==> src/rtl/alu_pkg.sv <==
// Shared definitions for the streaming ALU: opcode encodings, flag bit
// positions and the sequencing FSM state type.
package alu_pkg;

   localparam logic [3:0] OP_NOP  = 4'b0000;
   localparam logic [3:0] OP_CLR  = 4'b0001;
   localparam logic [3:0] OP_ADD  = 4'b0100;
   localparam logic [3:0] OP_SUB  = 4'b0101;
   localparam logic [3:0] OP_MUL  = 4'b0110;
   localparam logic [3:0] OP_AND  = 4'b1000;
   localparam logic [3:0] OP_OR   = 4'b1001;
   localparam logic [3:0] OP_XOR  = 4'b1010;
   localparam logic [3:0] OP_NAND = 4'b1011;
   localparam logic [3:0] OP_NOR  = 4'b1100;
   localparam logic [3:0] OP_NOT  = 4'b1101;
   localparam logic [3:0] OP_SHL  = 4'b1110;
   localparam logic [3:0] OP_SHR  = 4'b1111;

   localparam int FLAG_Z = 0;
   localparam int FLAG_N = 1;
   localparam int FLAG_C = 2;
   localparam int FLAG_V = 3;

   typedef enum logic {
      IDLE = 1'b0,
      MUL  = 1'b1
   } state_t;

endpackage

==> src/rtl/mul_shift_add.sv <==
// Iterative unsigned shift-add multiplier: one partial product per cycle,
// WIDTH iterations, done pulses for one cycle with the full product held.
module mul_shift_add #(
   parameter int WIDTH = 16
) (
   input  logic                 clk,
   input  logic                 rst,
   input  logic                 start_i,
   input  logic [WIDTH-1:0]     a_i,
   input  logic [WIDTH-1:0]     b_i,
   output logic                 busy_o,
   output logic                 done_o,
   output logic [2*WIDTH-1:0]   prod_o
);

   localparam int CW = $clog2(WIDTH + 1);

   logic [CW-1:0]      cnt_q, cnt_d;
   logic [WIDTH-1:0]   mcand_q, mcand_d;
   logic [2*WIDTH-1:0] prod_q, prod_d;
   logic               busy_q, busy_d;
   logic               done_q, done_d;
   logic [WIDTH:0]     sum;

   // Upper half accumulates; the multiplier sits in the lower half and is
   // consumed LSB-first as the whole register shifts right.
   always_comb begin
      cnt_d   = cnt_q;
      mcand_d = mcand_q;
      prod_d  = prod_q;
      busy_d  = busy_q;
      done_d  = 1'b0;
      sum     = {1'b0, prod_q[2*WIDTH-1:WIDTH]} + (prod_q[0] ? {1'b0, mcand_q} : '0);
      if (start_i) begin
         mcand_d = a_i;
         prod_d  = {{WIDTH{1'b0}}, b_i};
         cnt_d   = CW'(WIDTH);
         busy_d  = 1'b1;
      end else if (busy_q) begin
         prod_d = {sum, prod_q[WIDTH-1:1]};
         cnt_d  = cnt_q - CW'(1);
         if (cnt_q == CW'(1)) begin
            busy_d = 1'b0;
            done_d = 1'b1;
         end
      end
   end

   always_ff @(posedge clk) begin
      if (rst) begin
         cnt_q   <= '0;
         mcand_q <= '0;
         prod_q  <= '0;
         busy_q  <= 1'b0;
         done_q  <= 1'b0;
      end else begin
         cnt_q   <= cnt_d;
         mcand_q <= mcand_d;
         prod_q  <= prod_d;
         busy_q  <= busy_d;
         done_q  <= done_d;
      end
   end

   assign busy_o = busy_q;
   assign done_o = done_q;
   assign prod_o = prod_q;

endmodule

==> src/rtl/alu_stream.sv <==
// Registered streaming ALU with valid/ready on both sides; single-cycle ops
// plus an iterative multiply that holds off new operands while it runs.
//
// state | meaning
// IDLE  | accepting operands; single-cycle results load the output register
// MUL   | multiplier running; result loads when it signals done
module alu_stream
   import alu_pkg::*;
#(
   parameter int WIDTH = 16
) (
   input  logic             clk,
   input  logic             rst,
   input  logic             in_valid,
   output logic             in_ready,
   input  logic [WIDTH-1:0] a,
   input  logic [WIDTH-1:0] b,
   input  logic [3:0]       opcode,
   output logic             out_valid,
   input  logic             out_ready,
   output logic [WIDTH-1:0] result,
   output logic [3:0]       flags,
   output logic             out_err
);

   localparam int SHW = $clog2(WIDTH);

   state_t           state_q, state_d;
   logic             out_valid_q, out_valid_d;
   logic [WIDTH-1:0] result_q, result_d;
   logic [3:0]       flags_q, flags_d;
   logic             err_q, err_d;

   logic             accept;
   logic             mul_start, mul_busy, mul_done;
   logic [2*WIDTH-1:0] mul_prod;

   logic [SHW-1:0]   shamt;
   logic [WIDTH:0]   add_x, sub_x, shl_x, shr_x;
   logic [WIDTH-1:0] alu_res;
   logic             alu_c, alu_v, alu_err;

   function automatic logic [3:0] mk_flags(input logic [WIDTH-1:0] r,
                                           input logic c, input logic v);
      logic [3:0] f;
      f         = '0;
      f[FLAG_Z] = (r == '0);
      f[FLAG_N] = r[WIDTH-1];
      f[FLAG_C] = c;
      f[FLAG_V] = v;
      return f;
   endfunction

   assign in_ready  = (state_q == IDLE) && !mul_busy && (!out_valid_q || out_ready);
   assign accept    = in_valid && in_ready;
   assign mul_start = accept && (opcode == OP_MUL);

   mul_shift_add #(.WIDTH(WIDTH)) u_mul (
      .clk     (clk),
      .rst     (rst),
      .start_i (mul_start),
      .a_i     (a),
      .b_i     (b),
      .busy_o  (mul_busy),
      .done_o  (mul_done),
      .prod_o  (mul_prod)
   );

   // The extra top bit of each wide result is the carry/borrow or the last
   // bit shifted out; for SHR it lands below the result instead.
   assign shamt = b[SHW-1:0];
   assign add_x = {1'b0, a} + {1'b0, b};
   assign sub_x = {1'b0, a} - {1'b0, b};
   assign shl_x = {1'b0, a} << shamt;
   assign shr_x = {a, 1'b0} >> shamt;

   always_comb begin
      alu_res = '0;
      alu_c   = 1'b0;
      alu_v   = 1'b0;
      alu_err = 1'b0;
      case (opcode)
         OP_NOP, OP_CLR, OP_MUL: alu_res = '0;
         OP_ADD: begin
            alu_res = add_x[WIDTH-1:0];
            alu_c   = add_x[WIDTH];
            alu_v   = (a[WIDTH-1] == b[WIDTH-1]) && (add_x[WIDTH-1] != a[WIDTH-1]);
         end
         OP_SUB: begin
            alu_res = sub_x[WIDTH-1:0];
            alu_c   = sub_x[WIDTH];
            alu_v   = (a[WIDTH-1] != b[WIDTH-1]) && (sub_x[WIDTH-1] != a[WIDTH-1]);
         end
         OP_AND:  alu_res = a & b;
         OP_OR:   alu_res = a | b;
         OP_XOR:  alu_res = a ^ b;
         OP_NAND: alu_res = ~(a & b);
         OP_NOR:  alu_res = ~(a | b);
         OP_NOT:  alu_res = ~a;
         OP_SHL: begin
            alu_res = shl_x[WIDTH-1:0];
            alu_c   = shl_x[WIDTH];
         end
         OP_SHR: begin
            alu_res = shr_x[WIDTH:1];
            alu_c   = shr_x[0];
         end
         default: alu_err = 1'b1;
      endcase
   end

   always_comb begin
      state_d     = state_q;
      out_valid_d = out_valid_q;
      result_d    = result_q;
      flags_d     = flags_q;
      err_d       = err_q;
      if (out_valid_q && out_ready) begin
         out_valid_d = 1'b0;
      end
      case (state_q)
         IDLE: begin
            if (accept) begin
               if (opcode == OP_MUL) begin
                  state_d = MUL;
               end else if (opcode != OP_NOP) begin
                  out_valid_d = 1'b1;
                  result_d    = alu_res;
                  flags_d     = mk_flags(alu_res, alu_c, alu_v);
                  err_d       = alu_err;
               end
            end
         end
         MUL: begin
            if (mul_done) begin
               state_d     = IDLE;
               out_valid_d = 1'b1;
               result_d    = mul_prod[WIDTH-1:0];
               flags_d     = mk_flags(mul_prod[WIDTH-1:0], |mul_prod[2*WIDTH-1:WIDTH], 1'b0);
               err_d       = 1'b0;
            end
         end
         default: state_d = IDLE;
      endcase
   end

   always_ff @(posedge clk) begin
      if (rst) begin
         state_q     <= IDLE;
         out_valid_q <= 1'b0;
         result_q    <= '0;
         flags_q     <= '0;
         err_q       <= 1'b0;
      end else begin
         state_q     <= state_d;
         out_valid_q <= out_valid_d;
         result_q    <= result_d;
         flags_q     <= flags_d;
         err_q       <= err_d;
      end
   end

   assign out_valid = out_valid_q;
   assign result    = result_q;
   assign flags     = flags_q;
   assign out_err   = err_q;

endmodule

==> config.mk <==
export PLATFORM = sky130hd
export DESIGN_NAME = alu_stream
export DESIGN_NICKNAME = d
export VERILOG_FILES = /design/src/rtl/alu_pkg.sv /design/src/rtl/mul_shift_add.sv /design/src/rtl/alu_stream.sv
export SDC_FILE = /design/constraint.sdc
export NUM_CORES = 1
export LEC_CHECK = 0
export BUFFER_PORTS_ARGS = -buffer_cell sky130_fd_sc_hd__buf_2
export CAP_MARGIN = 25
export CORE_MARGIN = 5
export CORE_UTILIZATION = 30
export CTS_CLUSTER_DIAMETER = 120
export DETAILED_ROUTE_END_ITERATION = 12
export GPL_ROUTABILITY_DRIVEN = 0
export GPL_TIMING_DRIVEN = 0
export PLACE_DENSITY = 0.52
export SLEW_MARGIN = 5
export SYNTH_ARGS = -nofsm -noshare
export SYNTH_HDL_FRONTEND = slang
export SYNTH_SLANG_ARGS = --single-unit
==> constraint.sdc <==
create_clock -name clk -period 3.35 [get_ports clk]
set_input_delay 0.1675 -clock clk [delete_from_list [all_inputs] [get_ports clk]]
set_output_delay 0.1675 -clock clk [all_outputs]
set_load 0.01 [all_outputs]
==> impl_metrics.toml <==
[die]
coreArea_sq_mm = 0.0277
fp.dieH_um = 177
die_width_um = 177
rows = 61
start_util_pct = 30.3
dieArea_sq_mm = 0.0315
ioPinCount = 63

[hold_path]
worstHoldPathType = "input pin to flop"

[logic_synthesis]
ys_seq_area_share_pct = 18.3
synth_seq_cells = 77
synth.area.top_cells = "dfxtp_1 18%, ha_1 11%, a21oi_1 6.1%"
synth_ff_type = "dfxtp_1"
yosys.area.top_type_share_pct = 18.3
synth.net_count = 1222
synth-edff-count = 0
synth_cells = 1106
synth_top_cell_by_area = "dfxtp_1"
avgSynthCellArea_sq_um = 7.60
synth_warnings = 0
synth_cell_type_count = 98
ys_async_sr_fraction_pct = 0
synth_area_sq_mm = 0.00841

[placed_design]
postPlaceCellArea_sq_mm = 0.00918
portBuffers = 60
hpwlAfterDp_mm = 26.0
post-place-ws_ps = -921

[cts]
clk_latency_ps = 340
cts-root-buf = "clkbuf_16"
numCtsBuffers = 9
clock_path_buffers = 2
cts_tree = "yes"
cts_max_level = 3
clk_pin_slew_ps = 60
clock_sinks = 77
ctsHoldBuffers = 0

[routing]
dr.max_layer_used = "met4"
postRouteAntennaNets = 0
dr_wl_met2_mm = 14.9
drc = 0
post_drt_wl_per_cell_um = 21.0
dr.pass1.iters = 5
viasPerCell = 5.72
vias = 8884
wirelength_mm = 32.5
wl_met1_mm = 13.8
first_iter_violations = 961
route.met3.wl_mm = 2.34

[sta]
fmax_mhz = 312
finalWorstSetupSlack_ps = 146
tightestPinTransition_ps = 841
fin_crit_sh_pct = 95.6
finalHoldViolations = 0
relSlewSlack_pct = 43.5
finalMaxSlewViolations = 0
skew_ps = 8.92
setup_viol = 0
timing.final.crit_period_ps = 3200

[power_and_ir_drop]
design_power_total_uw = 2970
powerDensity_mw_per_mm2 = 312
ir_worst_vdd_mv = 0.254
power.leakage_uw = 0.00380

[setup_path]
arrival_ps = 3450
crit_type = "input pin to flop"
cp-start-kind = "input pin"
cp.required_ps = 3600
end_kind = "flop"
path_max_fanout = 13

[cells_and_area]
final_common_cell = "nand2_1"
final_cell_mix = "130 x nand2_1, 102 x a21oi_1, 95 x nor2_1"
final_nets = 1286
final.fill_count = 2995
final_cell_area_sq_mm = 0.00951
ff_latch_area_sq_mm = 0.00154
multiInputGateArea_sq_mm = 0.00622
syn_to_final_growth_pct = 13.1
n_antenna_cell = 0
drive_gt1_share_pct = 14.1

[global_route]
gr-total-overflow = 0
grt_pass1_vias = 8467
antenna_found_initial = 0
grt_use_total_pct = 20.3
grt_pass1_wl_mm = 50.0
grt_max_degree = 14

[run_status]
status = "finished clean"

[run]
cap_violations = 0
## cell usage after synthesis, types with 6 or more instances
cell type / n
a221oi_1: 6
o2111ai_1: 7
o21ai_0: 29
a21oi_1: 103
clkbuf_1: 55
mux4_2: 16
nor2_1: 95
and3_1: 6
a211oi_1: 23
xnor2_1: 24
nand3_1: 29
buf_6: 6
o211ai_1: 22
nor2b_1: 11
o22ai_1: 9
nand2_1: 130
inv_1: 64
buf_2: 12
and2_1: 21
ha_1: 73
nor3_1: 28
nor4_1: 13
mux2i_1: 44
dfxtp_1: 77
a22oi_1: 23
a21o_1: 9
a31oi_1: 7
nand2b_1: 15
## flip-flops by register name, summed over array words and instances (netlist names), 4 cells and up
name	flops
result	15
u_mul.mcand_q	16
flags	4
u_mul.prod_o	32
u_mul.cnt_q	5
## critical path: stages
cell      delay (ps)
buf_2            130
inv_1             80
clkbuf_2         270
ha_1             410
o21bai_1         200
a211oi_2         340
o211ai_1         230
a221oi_2         420
nor4_1           130
o41a_1           440
a2111o_1         420
o31ai_2          200
## stage by stage
step / utilization (%) / setup TNS, ps / hold WS (ps) / cells
6_report: 34.3 / 0 / 149 / 1553
5_1_grt: 34.3 / -2.09 / 177 / 1553
4_1_cts: 34.2 / 0 / 141 / 1554
3_5_place_dp: 33.1 / -6900 / 444 / 1544
3_3_place_gp: 33.1 / -7140 / 439 / 1544
2_1_floorplan: - / 0 / 303 / 1106
## metal layers
layer / global-route usage (%) / up-vias
met1: 26.8 / 4229
li1: - / 4164
met5: 0 / -
met3: 3.52 / 79
met2: 32.8 / 412
met4: 8.67 / 0
## area by class of cell
type                            count  share of cell area [%]
Tap cell                          378                    4.97
Timing Repair Buffer               61                    3.24
Multi-Input combinational cell    878                    65.4
Buffer                             79                    4.38
Clock buffer                       13                    2.74
Clock inverter                      3                   0.461
Sequential cell                    77                    16.2
Inverter                           64                    2.57
## power by group
| group | internal (uW) | switching [uW] | total (uW) |
|---|---|---|---|
| Combinational | 355 | 633 | 988 |
| Clock | 620 | 406 | 1030 |
| Sequential | 940 | 15.4 | 955 |
## cells by family (layout without fill, tap and decap cells)
logic type | after synthesis | after routing | share of synthesized area (%)
mux | 65 | 65 | 10.2
buf+inv | 151 | 220 | 8.08
flops | 77 | 77 | 18.3
xor+xnor | 25 | 25 | 2.60
simple gates | 387 | 387 | 22.0
compound gates | 325 | 325 | 27.2
fa+ha+maj | 76 | 76 | 11.6
## path summary, 6_finish.rpt
check	startpoint	to	slack (ps)	cells after the start
setup / recovery	b[1]	flags[0]$_SDFFE_PP0P_	150	12
hold / removal	b[10]	u_mul.prod_o[10]$_SDFFE_PP0P_	150	3
setup reg to reg	u_mul.prod_o[0]$_SDFFE_PP0P_	u_mul.prod_o[29]$_SDFFE_PP0P_	340	13
hold reg to reg	result[8]$_SDFFE_PP0P_	result[8]$_SDFFE_PP0P_	450	2
## repair_timing
| action | in CTS | in global routing |
|---|---|---|
| buffers inserted | 0 | 1 |
| resized for setup | 7 | 11 |
| endpoints found under the setup margin | 14 | 5 |
No activity file was read; power rests on OpenSTA's default activity.
